$ cat config.mk
export PLATFORM = sky130hd
export DESIGN_NAME = spi_reg_ctrl
export DESIGN_NICKNAME = d
export VERILOG_FILES = /design/src/rtl/cntrl_spi_pkg.sv /design/src/rtl/pulse_stretch.sv /design/src/rtl/spi_reg_ctrl.sv
export SDC_FILE = /design/constraint.sdc
export NUM_CORES = 1
export LEC_CHECK = 0
export BUFFER_PORTS_ARGS = -buffer_cell sky130_fd_sc_hd__buf_2
export CAP_MARGIN = 20
export CORE_ASPECT_RATIO = 1.4
export CORE_MARGIN = 10
export CORE_UTILIZATION = 57
export DETAILED_ROUTE_END_ITERATION = 10
export GPL_TIMING_DRIVEN = 1
export MAX_ROUTING_LAYER = met4
export PLACE_DENSITY = 0.92
export SLEW_MARGIN = 20
export SYNTH_ARGS = -nofsm -noshare
export SYNTH_HDL_FRONTEND = slang
export SYNTH_SLANG_ARGS = --single-unit
$ cat constraint.sdc
create_clock -name clk -period 10.89 [get_ports clk]
set_input_delay 1.089 -clock clk [delete_from_list [all_inputs] [get_ports clk]]
set_output_delay 1.089 -clock clk [all_outputs]
set_load 0.01 [all_outputs]
$ cat src/rtl/cntrl_spi_pkg.sv
// Register map, ID default and shared types for the SPI-attached control register block.
// Also imported by spi_slave users so both sides agree on addresses.
package cntrl_spi_pkg;

    localparam logic [6:0] CNTRL_SPI_REG_ID                = 7'h00;
    localparam logic [6:0] CNTRL_SPI_REG_RST_CNTRL         = 7'h01;
    localparam logic [6:0] CNTRL_SPI_REG_IRQ_CNTRL_STATUS  = 7'h02;
    localparam logic [6:0] CNTRL_SPI_REG_LED_CNTRL         = 7'h03;
    localparam logic [6:0] CNTRL_SPI_REG_ADC_DPRAM_CNTRL   = 7'h10;
    localparam logic [6:0] CNTRL_SPI_REG_ADC_DPRAM_ADDR    = 7'h11;
    localparam logic [6:0] CNTRL_SPI_REG_ADC_DPRAM_DATA    = 7'h12;
    localparam logic [6:0] CNTRL_SPI_REG_DDC_CNTRL         = 7'h20;
    localparam logic [6:0] CNTRL_SPI_REG_DDC_LO_FREQ       = 7'h21;
    localparam logic [6:0] CNTRL_SPI_REG_AUDIO_I2S_MUX_SEL = 7'h30;

    localparam logic [31:0] CNTRL_SPI_ID_DEFAULT = 32'h1C0A_0001;

    localparam int CNTRL_SPI_NUM_RST = 8;
    localparam int CNTRL_SPI_NUM_IRQ = 8;

    // Layout of the IRQ_CNTRL_STATUS register low half-word.
    typedef struct packed {
        logic [CNTRL_SPI_NUM_IRQ-1:0] enable;
        logic [CNTRL_SPI_NUM_IRQ-1:0] status;
    } irq_reg_t;

endpackage

$ cat src/rtl/pulse_stretch.sv
// Turns a one-cycle trigger into a pulse CYCLES clocks long, starting the cycle after
// the trigger; a new trigger while active restarts the full length.
module pulse_stretch #(
    parameter int CYCLES = 16
) (
    input  logic i_clk,
    input  logic i_reset,
    input  logic i_trig,
    output logic o_pulse
);

    localparam int CW = (CYCLES < 1) ? 1 : $clog2(CYCLES + 1);

    logic [CW-1:0] r_cnt;

    always_ff @(posedge i_clk or posedge i_reset) begin
        if (i_reset) begin
            r_cnt <= '0;
        end else if (i_trig) begin
            r_cnt <= CW'(CYCLES);
        end else if (r_cnt != '0) begin
            r_cnt <= r_cnt - CW'(1);
        end
    end

    assign o_pulse = (r_cnt != '0);

endmodule

$ cat src/rtl/spi_reg_ctrl.sv
// Control/status register file behind the SPI slave: ID, software resets, IRQ
// status/enable, LEDs, ADC DPRAM window, DDC and audio mux controls.
module spi_reg_ctrl
    import cntrl_spi_pkg::*;
#(
    parameter logic [31:0] ID_VALUE   = CNTRL_SPI_ID_DEFAULT,
    parameter int          DPRAM_AW   = 10,
    parameter int          RST_CYCLES = 16
) (
    input  logic                clk,
    input  logic                reset,
    input  logic [6:0]          addr,
    input  logic [31:0]         data_out,
    output logic [31:0]         data_in,
    input  logic                wr_en,
    input  logic                rd_en,
    input  logic [7:0]          irq_src,
    output logic                irq,
    output logic [7:0]          sw_rst,
    output logic [3:0]          led,
    output logic [DPRAM_AW-1:0] dpram_rd_addr,
    input  logic [31:0]         dpram_rd_data,
    output logic [7:0]          dpram_ctrl,
    output logic [31:0]         ddc_ctrl,
    output logic [31:0]         ddc_lo_freq,
    output logic [1:0]          i2s_mux_sel
);

    // Access protocol: wr_en / rd_en are single-clk strobes qualified by addr; there is
    // no back-pressure. A write lands on that edge; read data is combinational and is
    // taken by the slave while rd_en is high. With both strobes high the write wins and
    // the read has no side effects.

    irq_reg_t            r_irq;
    logic [7:0]          r_irq_src_d;
    logic                r_irq_out;
    logic [3:0]          r_led;
    logic [7:0]          r_dpram_ctrl;
    logic [DPRAM_AW-1:0] r_dpram_addr;
    logic [31:0]         r_ddc_ctrl;
    logic [31:0]         r_ddc_lo_freq;
    logic [1:0]          r_i2s_mux_sel;

    logic                w_wr_rst;
    logic                w_wr_irq;
    logic                w_rd_dpram;
    logic [7:0]          w_irq_clr;
    logic [7:0]          w_irq_rise;
    logic [7:0]          w_rst_trig;
    logic [7:0]          w_sw_rst;

    assign w_wr_rst   = wr_en && (addr == CNTRL_SPI_REG_RST_CNTRL);
    assign w_wr_irq   = wr_en && (addr == CNTRL_SPI_REG_IRQ_CNTRL_STATUS);
    assign w_rd_dpram = rd_en && !wr_en && (addr == CNTRL_SPI_REG_ADC_DPRAM_DATA);
    assign w_irq_clr  = w_wr_irq ? data_out[7:0] : 8'h00;
    assign w_irq_rise = irq_src & ~r_irq_src_d;
    assign w_rst_trig = w_wr_rst ? data_out[7:0] : 8'h00;

    always_ff @(posedge clk or posedge reset) begin
        if (reset) begin
            r_irq         <= '0;
            r_irq_src_d   <= '0;
            r_irq_out     <= 1'b0;
            r_led         <= '0;
            r_dpram_ctrl  <= '0;
            r_dpram_addr  <= '0;
            r_ddc_ctrl    <= '0;
            r_ddc_lo_freq <= '0;
            r_i2s_mux_sel <= '0;
        end else begin
            r_irq_src_d   <= irq_src;
            // Set has priority over the W1C clear so a coincident event is not lost.
            r_irq.status  <= (r_irq.status & ~w_irq_clr) | w_irq_rise;
            r_irq_out     <= |(r_irq.status & r_irq.enable);
            if (w_wr_irq) begin
                r_irq.enable <= data_out[15:8];
            end
            if (wr_en) begin
                case (addr)
                    CNTRL_SPI_REG_LED_CNTRL:         r_led         <= data_out[3:0];
                    CNTRL_SPI_REG_ADC_DPRAM_CNTRL:   r_dpram_ctrl  <= data_out[7:0];
                    CNTRL_SPI_REG_ADC_DPRAM_ADDR:    r_dpram_addr  <= data_out[DPRAM_AW-1:0];
                    CNTRL_SPI_REG_DDC_CNTRL:         r_ddc_ctrl    <= data_out;
                    CNTRL_SPI_REG_DDC_LO_FREQ:       r_ddc_lo_freq <= data_out;
                    CNTRL_SPI_REG_AUDIO_I2S_MUX_SEL: r_i2s_mux_sel <= data_out[1:0];
                    default: ;
                endcase
            end else if (w_rd_dpram && r_dpram_ctrl[0]) begin
                r_dpram_addr <= r_dpram_addr + DPRAM_AW'(1);
            end
        end
    end

    for (genvar g = 0; g < CNTRL_SPI_NUM_RST; g++) begin : g_rst
        pulse_stretch #(
            .CYCLES (RST_CYCLES)
        ) u_pulse_stretch (
            .i_clk   (clk),
            .i_reset (reset),
            .i_trig  (w_rst_trig[g]),
            .o_pulse (w_sw_rst[g])
        );
    end

    always_comb begin
        data_in = '0;
        case (addr)
            CNTRL_SPI_REG_ID:                data_in = ID_VALUE;
            CNTRL_SPI_REG_RST_CNTRL:         data_in[7:0] = w_sw_rst;
            CNTRL_SPI_REG_IRQ_CNTRL_STATUS:  data_in[15:0] = r_irq;
            CNTRL_SPI_REG_LED_CNTRL:         data_in[3:0] = r_led;
            CNTRL_SPI_REG_ADC_DPRAM_CNTRL:   data_in[7:0] = r_dpram_ctrl;
            CNTRL_SPI_REG_ADC_DPRAM_ADDR:    data_in[DPRAM_AW-1:0] = r_dpram_addr;
            CNTRL_SPI_REG_ADC_DPRAM_DATA:    data_in = dpram_rd_data;
            CNTRL_SPI_REG_DDC_CNTRL:         data_in = r_ddc_ctrl;
            CNTRL_SPI_REG_DDC_LO_FREQ:       data_in = r_ddc_lo_freq;
            CNTRL_SPI_REG_AUDIO_I2S_MUX_SEL: data_in[1:0] = r_i2s_mux_sel;
            default:                         data_in = '0;
        endcase
    end

    assign irq           = r_irq_out;
    assign sw_rst        = w_sw_rst;
    assign led           = r_led;
    assign dpram_rd_addr = r_dpram_addr;
    assign dpram_ctrl    = r_dpram_ctrl;
    assign ddc_ctrl      = r_ddc_ctrl;
    assign ddc_lo_freq   = r_ddc_lo_freq;
    assign i2s_mux_sel   = r_i2s_mux_sel;

endmodule

==> implementation parameters <==
Parameter                              Value

Pwr
  Overall power after layout ... 1.72 mW
  Power density of the placed cells ... 183 nW/µm²
  Peak supply drop ... around 0.00012 V
  Static leakage ... 4.88 nW

Finish
  Filler Cells Inserted ... 971
  Area growth syn-to-layout ... 21.0%
  Proportion of layout cells with a drive suffix above 1 ... 0.374
  Top library cells by usage in the layout, fill and taps aside ... sky130_fd_sc_hd__buf_2, sky130_fd_sc_hd__dfrtp_1, sky130_fd_sc_hd__nand2_1
  Most common library cell in the layout ignoring fill and taps ... sky130_fd_sc_hd__buf_2
  Number of nets at the end of the flow ... between 900 and 1000
  Design area ... 9420 µm²

Drt
  Routed Antenna Nets ... 0
  Number of DRC markers after the initial detailed-route iteration ... between 700 and 800
  Number of iterations in the first detailed-routing pass ... 5
  Detailed Route WL ... about 25 mm
  Via count normalized by instance count ... between 6 and 7
  Vias after detailed routing ... approximately 6800
  Routed wirelength normalized by instance count ... 22.8 µm
  Residual DRC count ... 0

Critical path
  Reg2Reg Setup Slack ... between 8 and 9 ns
  Data arrival time of the critical path ... between 3 and 4 ns
  Worst reg2reg path startpoint ... g_rst[7].u_pulse_stretch.r_cnt[0]
  Worst R2R Path Depth ... 5
  Setup Crit Path Kind ... in2out
  Endpoint required time on the critical path ... slightly below 10 ns
  Critical R2R Capture ... g_rst[7].u_pulse_stretch.r_cnt[1]
  CP Max Fanout ... 18
  Crit start category ... input port
  Kind of capture point of the worst setup path ... output pin

Hold path
  Min-Delay Endpoint ... g_rst[5].u_pulse_stretch.r_cnt[4]
  Min-Delay Path Depth ... 2
  Class of the tightest hold or removal check ... reg2reg
  Launch point of the worst hold path ... g_rst[5].u_pulse_stretch.r_cnt[4]

Die
  X dimension of the die ... between 100 and 150 µm
  Area inside the core boundary ... between 10000 and 15000 µm²
  Total Die Area ... roughly 19000 µm²
  Effective utilization at floorplan ... 0.581
  DIE HEIGHT ... approximately 160 µm
  Placement Rows ... 50
  Total I/O pin count ... 212

STA
  Max-slew headroom ... 0.316
  Number of failing hold endpoints at the final stage ... 0
  Fin Clk Skew ... slightly above 0.008 ns
  Tightest Pin Transition ... around 1.0 ns
  Max-slew violation total from the final report ... 0
  Unrepaired setup endpoints after global routing ... false
  Final period utilization ... 0.405
  Peak clock frequency supported by timing ... around 230 MHz
  Final critical path time including I/O delays and setup ... about 4.4 ns
  Setup TNS Final ... 0 ns
  Total of endpoints with negative setup slack in the final report ... 0

Synth
  Warning count from the yosys run ... 0
  Synthesis-stage register bit count ... around 150
  Netlist area before placement ... 7780 µm²
  Number of synthesized flops with an enable pin ... 0
  Most common flop cell mapped by yosys ... sky130_fd_sc_hd__dfrtp_1
  Netlist cell types ... 68
  Syn_area_per_cell ... 10.9 µm²
  Register area share after synthesis ... 0.492
  Share of flip-flops with an asynchronous set or reset ... 1.00
  Post-Synthesis Net Count ... 803
  Count of mapped cells out of synthesis ... around 710

Global route
  Total grt overflow ... 0
  Via count of the first global-routing pass ... between 6000 and 7000
  All-layer global routing usage ... 0.265
  Maximum number of pins on one net before global-route repair ... ~80
  Number of antenna violations at the first check in global routing ... 3
  Wire length of the first global-routing pass ... between 30 and 40 mm

Clock tree
  Buffers from clock root to sink, at most ... 2
  Number of gates resized after cts ... 0
  Number of buffers added to fix hold violations after cts ... 0
  Buffers inserted during post-CTS setup optimization ... 0
  Clock edge transition at the registers on the reported setup and hold paths ... 0.06 ns
  CTS tree ... done
  Clock root buffer ... sky130_fd_sc_hd__clkbuf_16
  Number of H-tree levels ... 4
  Worst skew pair latency ... 0.42 ns
  Total clock buffers created by CTS ... 17
  Clock net sink count ... 153

Outcome
  Result of the run ... finished, final reports clean

Placed design
  Final HPWL from detailed placement ... between 15 and 20 mm
  Placed Instance Area ... around 9000 µm²
  Buffers on Ports ... between 200 and 250
  RePlAce Congestion ... 0.943

Job
  Count of maximum capacitance violations ... 0
## flip-flops by register name, summed over array words and instances (netlist names)
signal and flops:
led 4, r_irq 16, dpram_ctrl 8, r_irq_src_d 8, g_rst.u_pulse_stretch.r_cnt 40, irq 1
dpram_rd_addr 10, ddc_lo_freq 32, ddc_ctrl 32, i2s_mux_sel 2
## power breakdown
| group | internal [mW] | leakage, nW | switching (mW) |
|---|---|---|---|
| sequential | 0.671 | 1.97 | 0.0895 |
| combinational | 0.202 | 2.66 | 0.218 |
| clock | 0.295 | 0.250 | 0.247 |
| total | 1.17 | 4.88 | 0.554 |
## synth_stat cells, types with 8 or more instances
master | instances | share of area
sky130_fd_sc_hd__a221oi_1 | 9 | 0.010
sky130_fd_sc_hd__a22oi_1 | 44 | 0.042
sky130_fd_sc_hd__dfrtp_1 | 153 | 0.49
sky130_fd_sc_hd__nand3_1 | 9 | 0.0058
sky130_fd_sc_hd__nor3_1 | 14 | 0.0090
sky130_fd_sc_hd__xnor2_1 | 9 | 0.010
sky130_fd_sc_hd__nand2_1 | 87 | 0.042
sky130_fd_sc_hd__buf_2 | 21 | 0.014
sky130_fd_sc_hd__mux2_4 | 20 | 0.039
sky130_fd_sc_hd__clkbuf_1 | 19 | 0.0092
sky130_fd_sc_hd__ha_1 | 9 | 0.014
sky130_fd_sc_hd__mux2i_1 | 18 | 0.023
sky130_fd_sc_hd__a21oi_1 | 27 | 0.017
sky130_fd_sc_hd__mux2_1 | 12 | 0.017
sky130_fd_sc_hd__mux2_2 | 51 | 0.074
sky130_fd_sc_hd__a22o_1 | 22 | 0.025
sky130_fd_sc_hd__buf_4 | 8 | 0.0077
sky130_fd_sc_hd__inv_1 | 29 | 0.014
sky130_fd_sc_hd__nor2_1 | 34 | 0.016
sky130_fd_sc_hd__o21ai_0 | 12 | 0.0077
## cell families after synthesis
logic type	count (synthesis)	synth area share
AOI/OAI and AO/OA	152	0.141
adders and majority gates	9	0.0145
buffers and inverters	84	0.0516
DFF	153	0.492
and+or+nand+nor	200	0.134
xor gates and xnor gates	12	0.0135
muxes	101	0.153
## worst max-delay path, stage by stage
cell,delay [ns]
sky130_fd_sc_hd__buf_2,0.34
sky130_fd_sc_hd__or3b_2,0.69
sky130_fd_sc_hd__nor2_2,0.72
sky130_fd_sc_hd__a22oi_1,0.21
sky130_fd_sc_hd__nand2_1,0.11
sky130_fd_sc_hd__buf_2,0.13
## through the flow
step	worst slack [ns]	utilization	hold WS, ns	std cells
after floorplan	5.68	-	0.436	711
after global placement	6.58	0.661	0.449	1057
after detailed placement	6.53	0.662	0.464	1058
after CTS	6.52	0.702	0.484	1089
after global routing	6.31	0.703	0.511	1092
final	6.48	0.704	0.487	1093
## layer usage
layer / wire length [µm] / global-route usage / part of all wire
met1: 9270 / 0.292 / 0.37
met2: 12600 / 0.445 / 0.50
met3: 2050 / 0.0610 / 0.082
met4: 1040 / 0.139 / 0.042
met5: 0 / - / 0
## area by class of cell
cell class / instances / area (µm²) / area share
antenna: 4 / 10.0 / 0.00106
clock buffer: 17 / 425 / 0.0452
clock inverter: 14 / 113 / 0.0120
inverter: 30 / 118 / 0.0125
multi-input combinational: 474 / 3570 / 0.379
sequential: 153 / 3830 / 0.406
tap: 182 / 228 / 0.0242
timing repair buffer: 219 / 1130 / 0.120
## how the worst max path moves through the flow
stage	startpoint	to	slack [ns]	cells after the start
after CTS	addr[4]	data_in[31]	6.52	6
after global routing	addr[4]	data_in[31]	6.31	6
after floorplan	reset	ddc_ctrl[0]	5.68	1
after detailed placement	addr[4]	data_in[31]	6.53	6
after global placement	addr[4]	data_in[0]	6.58	6
final	addr[4]	data_in[31]	6.48	6
(Power assumes the default switching activity.)
